$ cat config.mk
export PLATFORM = sky130hd
export DESIGN_NAME = n_term_bist_first_fail
export DESIGN_NICKNAME = d
export VERILOG_FILES = /design/src/rtl/n_term_route_bist_checker_pkg.sv /design/src/rtl/n_term_route_bist_checker_first_fail.sv
export SDC_FILE = /design/constraint.sdc
export NUM_CORES = 1
export LEC_CHECK = 0
export CORE_MARGIN = 3
export CORE_UTILIZATION = 33
export DETAILED_ROUTE_END_ITERATION = 8
export HOLD_SLACK_MARGIN = 0.12
export PLACE_DENSITY_LB_ADDON = 0.1
export RECOVER_POWER = 100
export SKIP_CTS_REPAIR_TIMING = 1
export SLEW_MARGIN = 20
export SYNTH_ARGS = -nofsm -noshare
export SYNTH_HDL_FRONTEND = slang
export SYNTH_SLANG_ARGS = --single-unit
$ cat constraint.sdc
create_clock -name clk -period 1.4 [get_ports clk]
set_clock_uncertainty 0.05 [all_clocks]
set_input_delay 0.28 -clock clk [delete_from_list [all_inputs] [get_ports clk]]
set_output_delay 0.28 -clock clk [all_outputs]
set_load 0.01 [all_outputs]
$ cat src/rtl/n_term_route_bist_checker_pkg.sv
// Shared constants, state encoding and LFSR successor for the north-termination BIST checker.
package n_term_bist_pkg;

  localparam int unsigned TAP_W     = 52;
  localparam int unsigned CNT_W     = 20;
  localparam int unsigned BIT_IDX_W = 6;

  // Bit ranges of each northbound wire group inside the 52-bit tap word
  localparam int unsigned N1_LO  = 0;
  localparam int unsigned N1_HI  = 3;
  localparam int unsigned N2M_LO = 4;
  localparam int unsigned N2M_HI = 11;
  localparam int unsigned N2E_LO = 12;
  localparam int unsigned N2E_HI = 19;
  localparam int unsigned N4_LO  = 20;
  localparam int unsigned N4_HI  = 35;
  localparam int unsigned NN4_LO = 36;
  localparam int unsigned NN4_HI = 51;

  localparam int unsigned LFSR_TAP_A = 51;
  localparam int unsigned LFSR_TAP_B = 48;

  typedef enum logic [1:0] {IDLE, SYNC, CHECK, DONE} bist_state_e;

  // Fibonacci LFSR, x^52 + x^49 + 1
  function automatic logic [TAP_W-1:0] lfsr52_next(input logic [TAP_W-1:0] s);
    return {s[TAP_W-2:0], s[LFSR_TAP_A] ^ s[LFSR_TAP_B]};
  endfunction

endpackage

$ cat src/rtl/n_term_route_bist_checker_first_fail.sv
// Lowest-set-bit encoder of the error vector plus the sticky latch of the first failing cycle/bit.
module n_term_bist_first_fail
  import n_term_bist_pkg::*;
(
  input  logic                 clk,
  input  logic                 rst_n,
  input  logic                 clr_i,
  input  logic                 en_i,
  input  logic                 mis_i,
  input  logic [TAP_W-1:0]     diff_i,
  input  logic [CNT_W-1:0]     cycle_i,
  output logic [BIT_IDX_W-1:0] first_bit_o,
  output logic [CNT_W-1:0]     first_cycle_o
);

  logic                 seen_q, seen_d;
  logic [BIT_IDX_W-1:0] bit_q, bit_d, low_idx;
  logic [CNT_W-1:0]     cyc_q, cyc_d;

  // Scan high to low so the lowest set index wins; an all-zero vector encodes as 0
  always_comb begin
    low_idx = '0;
    for (int i = int'(TAP_W) - 1; i >= 0; i--) begin
      if (diff_i[i]) low_idx = BIT_IDX_W'(i);
    end
  end

  always_comb begin
    seen_d = seen_q;
    bit_d  = bit_q;
    cyc_d  = cyc_q;
    if (clr_i) begin
      seen_d = 1'b0;
      bit_d  = '0;
      cyc_d  = '0;
    end else if (en_i && mis_i && !seen_q) begin
      seen_d = 1'b1;
      bit_d  = low_idx;
      cyc_d  = cycle_i;
    end
  end

  always_ff @(posedge clk or negedge rst_n) begin
    if (!rst_n) begin
      seen_q <= 1'b0;
      bit_q  <= '0;
      cyc_q  <= '0;
    end else begin
      seen_q <= seen_d;
      bit_q  <= bit_d;
      cyc_q  <= cyc_d;
    end
  end

  assign first_bit_o   = bit_q;
  assign first_cycle_o = cyc_q;

endmodule

==> out/results.txt <==
For the portion of total power attributed to the clock network, the log shows 0.224. The number of failing hold endpoints at the final stage is 0, and the number of warnings reported in the yosys synthesis log is 0. Dividing the detail-routed wire length by the instance count gives 14.83 um.

The switching part of the total is 0.2636. The net load switching power was 0.0004962 W. The finished cells cover 3550 sq um.

Yosys attributes the largest share of cell area to sky130_fd_sc_hd__dfrtp_1 (41%), sky130_fd_sc_hd__a22o_1 (12%), sky130_fd_sc_hd__nor4_1 (5.4%), sky130_fd_sc_hd__nor2_1 (4.6%), sky130_fd_sc_hd__a21oi_1 (3.4%). The mean instance size in the synthesized netlist was 9.187 sq um. The worst-margin pin slew is 0.6367 ns, and the first-iteration detailed-routing DRC count is 86.

The initial core utilization is 0.3583. Summing every instance area after synthesis gives 1635 sq um. Dividing total power by cell area gives a power density of 530.2 nW/um^2. Number of global-route vias before repair: 1998.

The cell sitting at the root of the clock tree is a sky130_fd_sc_hd__clkbuf_8. Proportion of netlist area held by the largest area contributor: 0.4132. In this run the remaining antenna-violating nets after routing total 0. The internal reg-to-reg setup slack was -0.17 ns; the number of synthesized register bits was 27. The run gives 3 as the total clock buffers created by CTS.

The peak supply drop is 354.7 uV, and the data arrival time of the critical path is 1.76 ns. The final reports fail on setup timing. Final worst-path setup slack: -0.2027 ns.

By startpoint and endpoint, the worst setup path is classified as input port to flop. The share of power burned in registers is 0.438, and the total cell area at the placement stage is 3156 sq um. Setup repair after global routing could not meet its margin everywhere. The number of antenna diodes was 0.

The proportion of synthesized chip area in sequential cells is 0.4132, and the number of nets in the final layout is 412. The logs give 2.174 nW for the static leakage and 178 for the instance count of the mapped netlist. The clock sink total was 27.

Measured along the y axis, the die boundary spans 76.40 um. TritonCTS built the clock tree. STA classifies the critical path endpoint as a flop. After layout, the minimum clock period comes to 1.603 ns.

In the routed layout, each cell is associated on average with a via count of 5.135. Of all nets on the critical path, the largest fanout is 3. The design draws 0.001882 W.

For this run, the detailed router's first-pass iteration total came to 4. Across the whole layout, storage elements account for 675.6 sq um. Cell internal power was estimated by the tool at 0.001386 W. The logs give 0.26 ns for the clock latency on the worst-skew pair and 394 for the number of cells after detailed placement.

Once layout is complete, the cells apart from fillers number 399. After detailed routing, the number of remaining DRC violations is 0. The aggregate global-route resource usage was 0.1845; the total detailed-routing wirelength was 5.917 mm. The total number of H-tree levels was 1.

Yosys mapped a number of flops with a built-in enable equal to 0. The fraction of final layout cells sized beyond drive strength 1 is 0.2725, and the fraction of registers with async set/reset is 1.000. In the synthesized netlist the dominant register cell turns out to be sky130_fd_sc_hd__dfrtp_1.

The clock-pin slew reported for the worst setup and hold paths after clock tree synthesis works out to 0.09 ns. The synthesized design spends more area on one cell type than any other, namely sky130_fd_sc_hd__dfrtp_1. The logs give 0.5755 for the worst-case headroom to the max-slew limit and 6 for the setup-violating endpoint count in the final report. The number of pins exceeding their max-slew limit in the final report is 0, and the number of max-cap violations is 0. The logs give 103 for the count of pins on the block boundary and 2 for the maximum number of buffers from clock root to sink.

Detailed placement ended at an HPWL of 4.530 mm. The maximum frequency from static timing analysis is 0.6240 GHz. The flow ran to the end, but the final reports show violations. The worst hold path belongs to the class input port to flop.

The total die area was 5836 sq um. The detailed router placed 2049 vias in this run. The chip width is 76.40 um, and the overall overflow remaining after global route is 0. The number of I/O port buffers came out at 102. The initial antenna violation count is 0, and the share of total power in combinational logic is 0.339. The multi-input combinational cells in the finished layout cover a total of 1107 sq um. The number of nets handed over by synthesis was 255. STA classifies the critical path startpoint as an input port. At the end of routability-driven placement, the weighted congestion stood at 0.8505. Yosys mapped the design onto 45 distinct sky130hd cell types. The final cycle utilization of the critical path is 1.145.

The initialized floorplan defines 24 standard-cell rows. The required time of the worst setup path is 1.56 ns, and the area growth from synthesis to final layout is 117.1%. The floorplan step defined a core boundary enclosing 4564 sq um. Global-route wire length before repair: 9.059 mm.

The pin count of the biggest net entering global routing is 28. Fill cells in the final layout number 316.
-- layer usage --
layer,GRT usage,vias to the layer above,share of wire
li1,-,1014,-
met1,0.2335,954,0.42
met2,0.3313,73,0.52
met3,0.02009,8,0.043
met4,0.05072,0,0.018
met5,0,-,0
-- flip-flops by register name, summed over array words and instances, names as in the netlist --
register	count
first_cycle_o	20
first_bit_o	6
seen_q	1
-- final timing paths --
path	start	end	cells past startpoint
worst max-delay path	mis_i	first_bit_o[5]	6
worst min-delay path	clr_i	seen_q	3
worst max register to register	seen_q	first_bit_o[5]	5
worst min register to register	first_bit_o[1]	first_bit_o[1]	2
max in group asynchronous	rst_n	first_cycle_o[11]	2
min in group asynchronous	rst_n	first_cycle_o[3]	2
-- area by class of cell --
| class | count | area share |
|---|---|---|
| flip-flops and latches | 27 | 0.1903 |
| clock inverters | 1 | 0.001410 |
| well taps | 65 | 0.02291 |
| inverters | 9 | 0.009517 |
| multi-input cells | 138 | 0.3119 |
| repair buffers | 156 | 0.4522 |
| clock buffers | 3 | 0.01163 |
-- cells in the mapped netlist, types with 3 or more instances --
cell type	count
sky130_fd_sc_hd__o31ai_1	5
sky130_fd_sc_hd__inv_1	9
sky130_fd_sc_hd__nand2_1	7
sky130_fd_sc_hd__o21ai_0	6
sky130_fd_sc_hd__o211ai_1	3
sky130_fd_sc_hd__a211oi_1	3
sky130_fd_sc_hd__nor2_1	20
sky130_fd_sc_hd__nand3_1	3
sky130_fd_sc_hd__nor3b_1	3
sky130_fd_sc_hd__a22o_1	22
sky130_fd_sc_hd__a21oi_1	11
sky130_fd_sc_hd__dfrtp_1	27
sky130_fd_sc_hd__nor2b_1	4
sky130_fd_sc_hd__nor3_1	4
sky130_fd_sc_hd__nand2b_1	3
sky130_fd_sc_hd__nor4_1	14
-- critical path, cell delays in order --
cell and delay, ns:
sky130_fd_sc_hd__clkdlybuf4s50_1 0.48, sky130_fd_sc_hd__and4bb_1 0.25, sky130_fd_sc_hd__nor3b_4 0.24, sky130_fd_sc_hd__and3_4 0.21, sky130_fd_sc_hd__and3_4 0.17, sky130_fd_sc_hd__a32o_1 0.14
-- power groups by stage --
stage          logic (W)  clock network, W  registers [W]
4_1_cts         0.000613          0.000443       0.000825
2_1_floorplan   0.000121                 0       0.000855
6_report        0.000637          0.000421       0.000824
5_1_grt         0.000686          0.000468       0.000829
3_3_place_gp    0.000603                 0       0.000840
3_5_place_dp    0.000610                 0       0.000841
-- kinds of logic after synthesis --
logic type	share of synthesized area
flip-flops	0.4132
AO/OA/AOI/OAI	0.3045
AND/OR/NAND/NOR	0.2510
buffers and inverters	0.03137
-- through the flow --
| step | TNS, ns | worst slack (ns) | hold slack, ns | util |
|---|---|---|---|---|
| after floorplan | -0.09383 | -0.06075 | -0.06559 | - |
| after global placement | -6.630 | -0.5561 | 0.4305 | 0.6913 |
| after detailed placement | -7.053 | -0.5825 | 0.4374 | 0.6913 |
| after CTS | -4.120 | -0.2868 | 0.3110 | 0.7015 |
| after global routing | -1.259 | -0.2698 | 0.2782 | 0.7777 |
| final | -0.8162 | -0.2027 | 0.2569 | 0.7777 |
-- cell usage in the layout, fill, tap and decap left out, types with 2 or more instances in the layout --
| cell | netlist | layout |
|---|---|---|
| sky130_fd_sc_hd__o311ai_2 | 0 | 2 |
| sky130_fd_sc_hd__inv_1 | 9 | 9 |
| sky130_fd_sc_hd__nor4_4 | 0 | 5 |
| sky130_fd_sc_hd__o21ai_0 | 6 | 5 |
| sky130_fd_sc_hd__o21ai_1 | 2 | 3 |
| sky130_fd_sc_hd__buf_4 | 0 | 49 |
| sky130_fd_sc_hd__clkdlybuf4s50_1 | 0 | 38 |
| sky130_fd_sc_hd__dlymetal6s2s_1 | 0 | 63 |
| sky130_fd_sc_hd__buf_6 | 0 | 3 |
| sky130_fd_sc_hd__a211oi_2 | 0 | 2 |
| sky130_fd_sc_hd__nand2b_1 | 3 | 3 |
| sky130_fd_sc_hd__nand3_1 | 3 | 3 |
| sky130_fd_sc_hd__nor4_2 | 1 | 7 |
| sky130_fd_sc_hd__a22o_1 | 22 | 22 |
| sky130_fd_sc_hd__o31ai_1 | 5 | 5 |
| sky130_fd_sc_hd__nor4_1 | 14 | 3 |
| sky130_fd_sc_hd__clkbuf_8 | 0 | 3 |
| sky130_fd_sc_hd__or4_4 | 1 | 2 |
| sky130_fd_sc_hd__and3_4 | 0 | 2 |
| sky130_fd_sc_hd__o211ai_1 | 3 | 3 |
| sky130_fd_sc_hd__dfrtp_1 | 27 | 27 |
| sky130_fd_sc_hd__nor2_1 | 20 | 17 |
| sky130_fd_sc_hd__a21oi_1 | 11 | 10 |
| sky130_fd_sc_hd__nor3b_1 | 3 | 3 |
| sky130_fd_sc_hd__nor2b_1 | 4 | 4 |
| sky130_fd_sc_hd__nor3_1 | 4 | 3 |
| sky130_fd_sc_hd__nor2_2 | 0 | 2 |
| sky130_fd_sc_hd__nand2_1 | 7 | 6 |
No activity file was read; power rests on OpenSTA's default activity.
